**src/rtl/dpcm_tx_serializer.sv**
```systemverilog
// DPCM transmit serializer: encodes each signed sample as a saturated difference
// against a predictor and shifts that difference out MSB first.
module dpcm_tx_serializer #(
    parameter int WIDTH   = 8,
    parameter int BIT_DIV = 1
) (
    input  logic             CLK100MHZ,
    input  logic             reset,
    input  logic             start,
    input  logic [WIDTH-1:0] sample_in,
    input  logic             sample_valid,
    output logic             sample_ready,
    output logic             bit_out,
    output logic             bit_valid,
    output logic             frame_start,
    output logic [WIDTH-1:0] encoded,
    output logic [WIDTH-1:0] pred_out
);

    localparam int BIT_W = (WIDTH > 1) ? $clog2(WIDTH) : 1;
    localparam int DIV_W = (BIT_DIV > 1) ? $clog2(BIT_DIV) : 1;

    localparam logic [BIT_W-1:0] BIT_LAST = BIT_W'(WIDTH - 1);
    localparam logic [DIV_W-1:0] DIV_LAST = DIV_W'(BIT_DIV - 1);

    typedef enum logic [1:0] {
        ST_IDLE  = 2'b00,
        ST_SHIFT = 2'b01
    } state_t;

    // Clamp a WIDTH+1 bit signed difference into the signed WIDTH range.
    function automatic logic [WIDTH-1:0] sat_diff(input logic signed [WIDTH:0] d);
        logic signed [WIDTH:0] d_max;
        logic signed [WIDTH:0] d_min;
        d_max = {2'b00, {(WIDTH-1){1'b1}}};
        d_min = {2'b11, {(WIDTH-1){1'b0}}};
        if (d > d_max) begin
            return d_max[WIDTH-1:0];
        end else if (d < d_min) begin
            return d_min[WIDTH-1:0];
        end else begin
            return d[WIDTH-1:0];
        end
    endfunction

    state_t             state_r;
    logic [BIT_W-1:0]   bit_cnt_r;
    logic [DIV_W-1:0]   div_cnt_r;
    logic [WIDTH-1:0]   shift_r;
    logic [WIDTH-1:0]   encoded_r;
    logic [WIDTH-1:0]   pred_r;
    logic               bit_out_r;
    logic               bit_valid_r;
    logic               frame_start_r;

    logic               accept_s;
    logic signed [WIDTH:0] d9_s;
    logic [WIDTH-1:0]   diff_s;

    assign sample_ready = start & (state_r == ST_IDLE) & ~reset;
    assign accept_s     = sample_valid & sample_ready;

    // Saturated difference between the incoming sample and the predictor.
    always_comb begin
        d9_s   = $signed({sample_in[WIDTH-1], sample_in}) - $signed({pred_r[WIDTH-1], pred_r});
        diff_s = sat_diff(d9_s);
    end

    // Frame state machine, predictor update and serial output registers.
    always_ff @(posedge CLK100MHZ) begin
        if (reset) begin
            state_r       <= ST_IDLE;
            bit_cnt_r     <= '0;
            div_cnt_r     <= '0;
            shift_r       <= '0;
            encoded_r     <= '0;
            pred_r        <= '0;
            bit_out_r     <= 1'b0;
            bit_valid_r   <= 1'b0;
            frame_start_r <= 1'b0;
        end else begin
            case (state_r)
                ST_IDLE: begin
                    if (accept_s) begin
                        state_r       <= ST_SHIFT;
                        encoded_r     <= diff_s;
                        pred_r        <= pred_r + diff_s;
                        bit_out_r     <= diff_s[WIDTH-1];
                        shift_r       <= {diff_s[WIDTH-2:0], 1'b0};
                        bit_valid_r   <= 1'b1;
                        frame_start_r <= 1'b1;
                        bit_cnt_r     <= '0;
                        div_cnt_r     <= '0;
                    end else begin
                        state_r <= ST_IDLE;
                    end
                end
                ST_SHIFT: begin
                    if (div_cnt_r == DIV_LAST) begin
                        div_cnt_r <= '0;
                        if (bit_cnt_r == BIT_LAST) begin
                            // Frame done; encoded keeps the last diff for observation.
                            state_r       <= ST_IDLE;
                            bit_cnt_r     <= '0;
                            bit_out_r     <= 1'b0;
                            bit_valid_r   <= 1'b0;
                            frame_start_r <= 1'b0;
                        end else begin
                            bit_cnt_r     <= bit_cnt_r + 1'b1;
                            bit_out_r     <= shift_r[WIDTH-1];
                            shift_r       <= {shift_r[WIDTH-2:0], 1'b0};
                            frame_start_r <= 1'b0;
                        end
                    end else begin
                        div_cnt_r <= div_cnt_r + 1'b1;
                    end
                end
                default: begin
                    state_r       <= ST_IDLE;
                    bit_cnt_r     <= '0;
                    div_cnt_r     <= '0;
                    bit_out_r     <= 1'b0;
                    bit_valid_r   <= 1'b0;
                    frame_start_r <= 1'b0;
                end
            endcase
        end
    end

    assign bit_out     = bit_out_r;
    assign bit_valid   = bit_valid_r;
    assign frame_start = frame_start_r;
    assign encoded     = encoded_r;
    assign pred_out    = pred_r;

endmodule

```
**config.mk**
```make
export PLATFORM = sky130hd
export DESIGN_NAME = dpcm_tx_serializer
export DESIGN_NICKNAME = d
export VERILOG_FILES = /design/src/rtl/dpcm_tx_serializer.sv
export SDC_FILE = /design/constraint.sdc
export NUM_CORES = 1
export LEC_CHECK = 0
export ABC_AREA = 1
export CORE_MARGIN = 2
export CORE_UTILIZATION = 37
export DETAILED_ROUTE_END_ITERATION = 12
export GPL_TIMING_DRIVEN = 0
export HOLD_SLACK_MARGIN = 0.06
export PLACE_DENSITY = 0.56
export SKIP_CTS_REPAIR_TIMING = 1
export SLEW_MARGIN = 10
export SYNTH_ARGS = -nofsm -noshare
export SYNTH_HDL_FRONTEND = slang
export SYNTH_SLANG_ARGS = --single-unit
```
**constraint.sdc**
```tcl
create_clock -name CLK100MHZ -period 4.6 [get_ports CLK100MHZ]
set_clock_uncertainty 0.1 [all_clocks]
set_input_delay 0.92 -clock CLK100MHZ [delete_from_list [all_inputs] [get_ports CLK100MHZ]]
set_output_delay 0.92 -clock CLK100MHZ [all_outputs]
set_load 0.02 [all_outputs]
```
==> results of run 1 <==
-- cells in the final DEF, fill, tap and decap left out, types with 7 or more instances in the layout --
cell type        instances
o21ai_0                 12
nor2_1                  33
ha_1                    17
nand2_1                 61
a21oi_2                  9
xor2_1                   7
nand3_1                 12
dfxtp_1                 30
a21oi_1                 20
clkdlybuf4s50_1         31
nand2_2                 13
inv_1                   40
-- critical path, stage by stage --
cell and delay, ns:
clkdlybuf4s50_1 0.45, inv_1 0.04, ha_1 0.21, fa_1 0.41, inv_1 0.07, nand2_1 0.04, nand2_1 0.08, nand4_1 0.12
nand2_2 0.12, nand2_4 0.08, inv_4 0.07, nand2_4 0.06, buf_6 0.15, nand2_2 0.08, ha_1 0.27, a21oi_1 0.14
nand2_1 0.12, nand2_1 0.08, o211ai_1 0.10, or2_1 0.24, nand3_1 0.09, nand2_1 0.06, nand2_1 0.05, nor2_1 0.04
-- path summary, 6_finish.rpt --
| check | cells after the start | end | slack [ns] | from |
|---|---|---|---|---|
| setup / recovery | 24 | pred_out[7] | 0.59 | sample_in[0] |
| hold reg to reg | 1 | bit_cnt_r[0] | 0.37 | bit_cnt_r[0] |
| hold / removal | 1 | bit_cnt_r[0] | 0.37 | bit_cnt_r[0] |
| setup reg to reg | 22 | pred_out[7] | 1.37 | pred_out[0] |
-- final cells by class --
class,count,area [µm²]
plain buffers,9,53.8
clock buffers,5,68.8
clock inverters,2,10.0
fillers,576,2910
inverters,46,178
multi-input cells,211,1250
flip-flops and latches,30,601
well taps,72,90.1
repair buffers,31,310
-- state kept, by name (all words and copies together), names as in the netlist --
| signal | count |
|---|---|
| encoded | 8 |
| shift_r | 7 |
| state_r | 1 |
| bit_cnt_r | 3 |
| frame_start | 1 |
| bit_valid | 1 |
| bit_out | 1 |
| pred_out | 8 |
-- Yosys cell counts, types with 3 or more instances --
library cell  number  share of area
nor2_1            33          0.060
o21ai_1            5          0.012
a21oi_2            9          0.038
nand2_4            3          0.016
inv_1             40          0.072
nand2_2           13          0.039
xor2_1             7          0.029
nand3_2            3          0.014
clkbuf_1           4         0.0072
nand3_1           12          0.029
a21oi_1           20          0.048
inv_2              3         0.0054
buf_4              3          0.011
nand2_1           61           0.11
ha_1              17           0.10
dfxtp_1           30           0.29
o21ai_0           12          0.029
-- logic make-up after synthesis --
| family | share of synthesized area |
|---|---|
| and+or+nand+nor | 0.292 |
| adders and majority gates | 0.121 |
| AOI/OAI and AO/OA | 0.153 |
| xor gates and xnor gates | 0.0337 |
| DFF | 0.289 |
| buffers and inverters | 0.111 |
-- per-stage QoR --
| step | hold slack, ns | instances | power (mW) | setup slack (ns) | utilization |
|---|---|---|---|---|---|
| 6_report | 0.365 | 406 | 0.789 | 0.593 | 0.468 |
| 5_1_grt | 0.387 | 406 | 0.851 | 0.348 | 0.468 |
| 4_1_cts | 0.369 | 406 | 0.801 | 0.602 | 0.468 |
| 3_5_place_dp | 0.358 | 399 | 0.598 | 0.324 | 0.453 |
| 3_3_place_gp | 0.356 | 399 | 0.595 | 0.310 | 0.453 |
| 2_1_floorplan | 0.332 | 296 | 0.520 | 1.09 | - |
-- report_power, final --
| part | leakage [nW] | internal (mW) | switching, mW |
|---|---|---|---|
| Combinational | 0.966 | 0.122 | 0.180 |
| Clock | 0.0438 | 0.101 | 0.0987 |
| Sequential | 0.245 | 0.277 | 0.0102 |
-- metal layers --
metal / routed length (µm) / global-route usage / part of all wire
met1: 2320 / 0.213 / 0.50
met2: 2110 / 0.262 / 0.45
met3: 171 / 0.0352 / 0.037
met4: 41 / 0.0466 / 0.0088
met5: 0 / 0 / 0
==> flow_summary.toml, run 1 <==
[clock_tree]
tritoncts.num_buffers = 5
cts_root_buf = "clkbuf_8"
htree_levels = 2
clk_path_buf_depth = 2
tritoncts = "done"
worstSkewPairLatency_ns = 0.28
cts_sinks = 30
clk_pin_slew_ns = 0.06

[critical_path]
endpoint_kind = "flip-flop"
worstPathArrival_ns = 4.08
startpoint_type = "primary input"
cp_max_fo = 10
crit_type = "in -> reg"
crit_required_ns = 4.67

[route]
vias = 1865
drtIter0Drc = 81
antenna_left = 0
wl_per_cell_um = 11.4
vias_per_cell = 4.59
first_pass_iters = 4
drt-total-wl_um = 4650
drc = 0

[finish]
drive_gt1_frac = 0.144
finalNetCount = 365
final_design_area_no_fill_um2 = 2560
diodes = 0
synthToLayoutAreaGrowth_pct = 23.0

[placed_design]
hpwl_um = 3610
io_buffers = 31
place_area_um2 = 2480
routabilityCongestion = 0.838

[global_routing]
track_usage = 0.160
antenna_found_initial = 0
grt_max_degree = 11
grt_pass1_wl_um = 7820
grt_pass1_vias = 1697
gr-total-overflow = 0

[timing]
post-route-period-util = 0.871
grt_setup_unrepaired = "false"
max_freq_ghz = 0.250
min_period_ns = 4.01
tightest_slew_ns = 0.590
setup_viol = 0
relSlewSlack = 0.606
drv_slew = 0
hold_viol_final = 0
final.setup.tns_ns = 0

[logic_synthesis]
ys_async_sr_fraction = 0
postSynthCellCount = 296
ys_seq_area_frac = 0.289
ys_ff_latch = 30
synth_top_flop_cell = "dfxtp_1"
synth_edf_count = 0
syn_area_um2 = 2080
yosysUniqueCellTypes = 33
syn_area_per_cell_um2 = 7.03
ys_warn_count = 0
syn_nets = 327

[pwr]
leakagePower_nw = 1.25
p_per_area_nw_per_um2 = 308
ir_drop_mv = 0.172

[run_status]
status = "finished, final reports clean"

[floorplanning]
die_area_um2 = 6240
coreArea_um2 = 5470
die_y_um = 79.0
ios = 32
rows = 27
die_w_um = 79.0
start_util = 0.380

[flow_run]
cap_violations = 0

[hold_path]
hp-class = "reg -> reg"
No activity file was read; power rests on OpenSTA's default activity.
==> run 2, diff against run 1 <==
Clock period 4.6 ns to 5 ns, I/O delays scaled along.
==> results of run 2 <==
Same layout as run 1 (identical final DEF). Status: finished, final reports clean.
Among the figures that moved: setup slack after placement 0.324 ns -> 0.644 ns; setup slack after layout 0.593 ns -> 0.913 ns; register-to-register setup slack 1.37 ns -> 1.77 ns; total power 0.789 mW -> 0.726 mW; worst IR drop on VDD 0.172 mV -> 0.158 mV
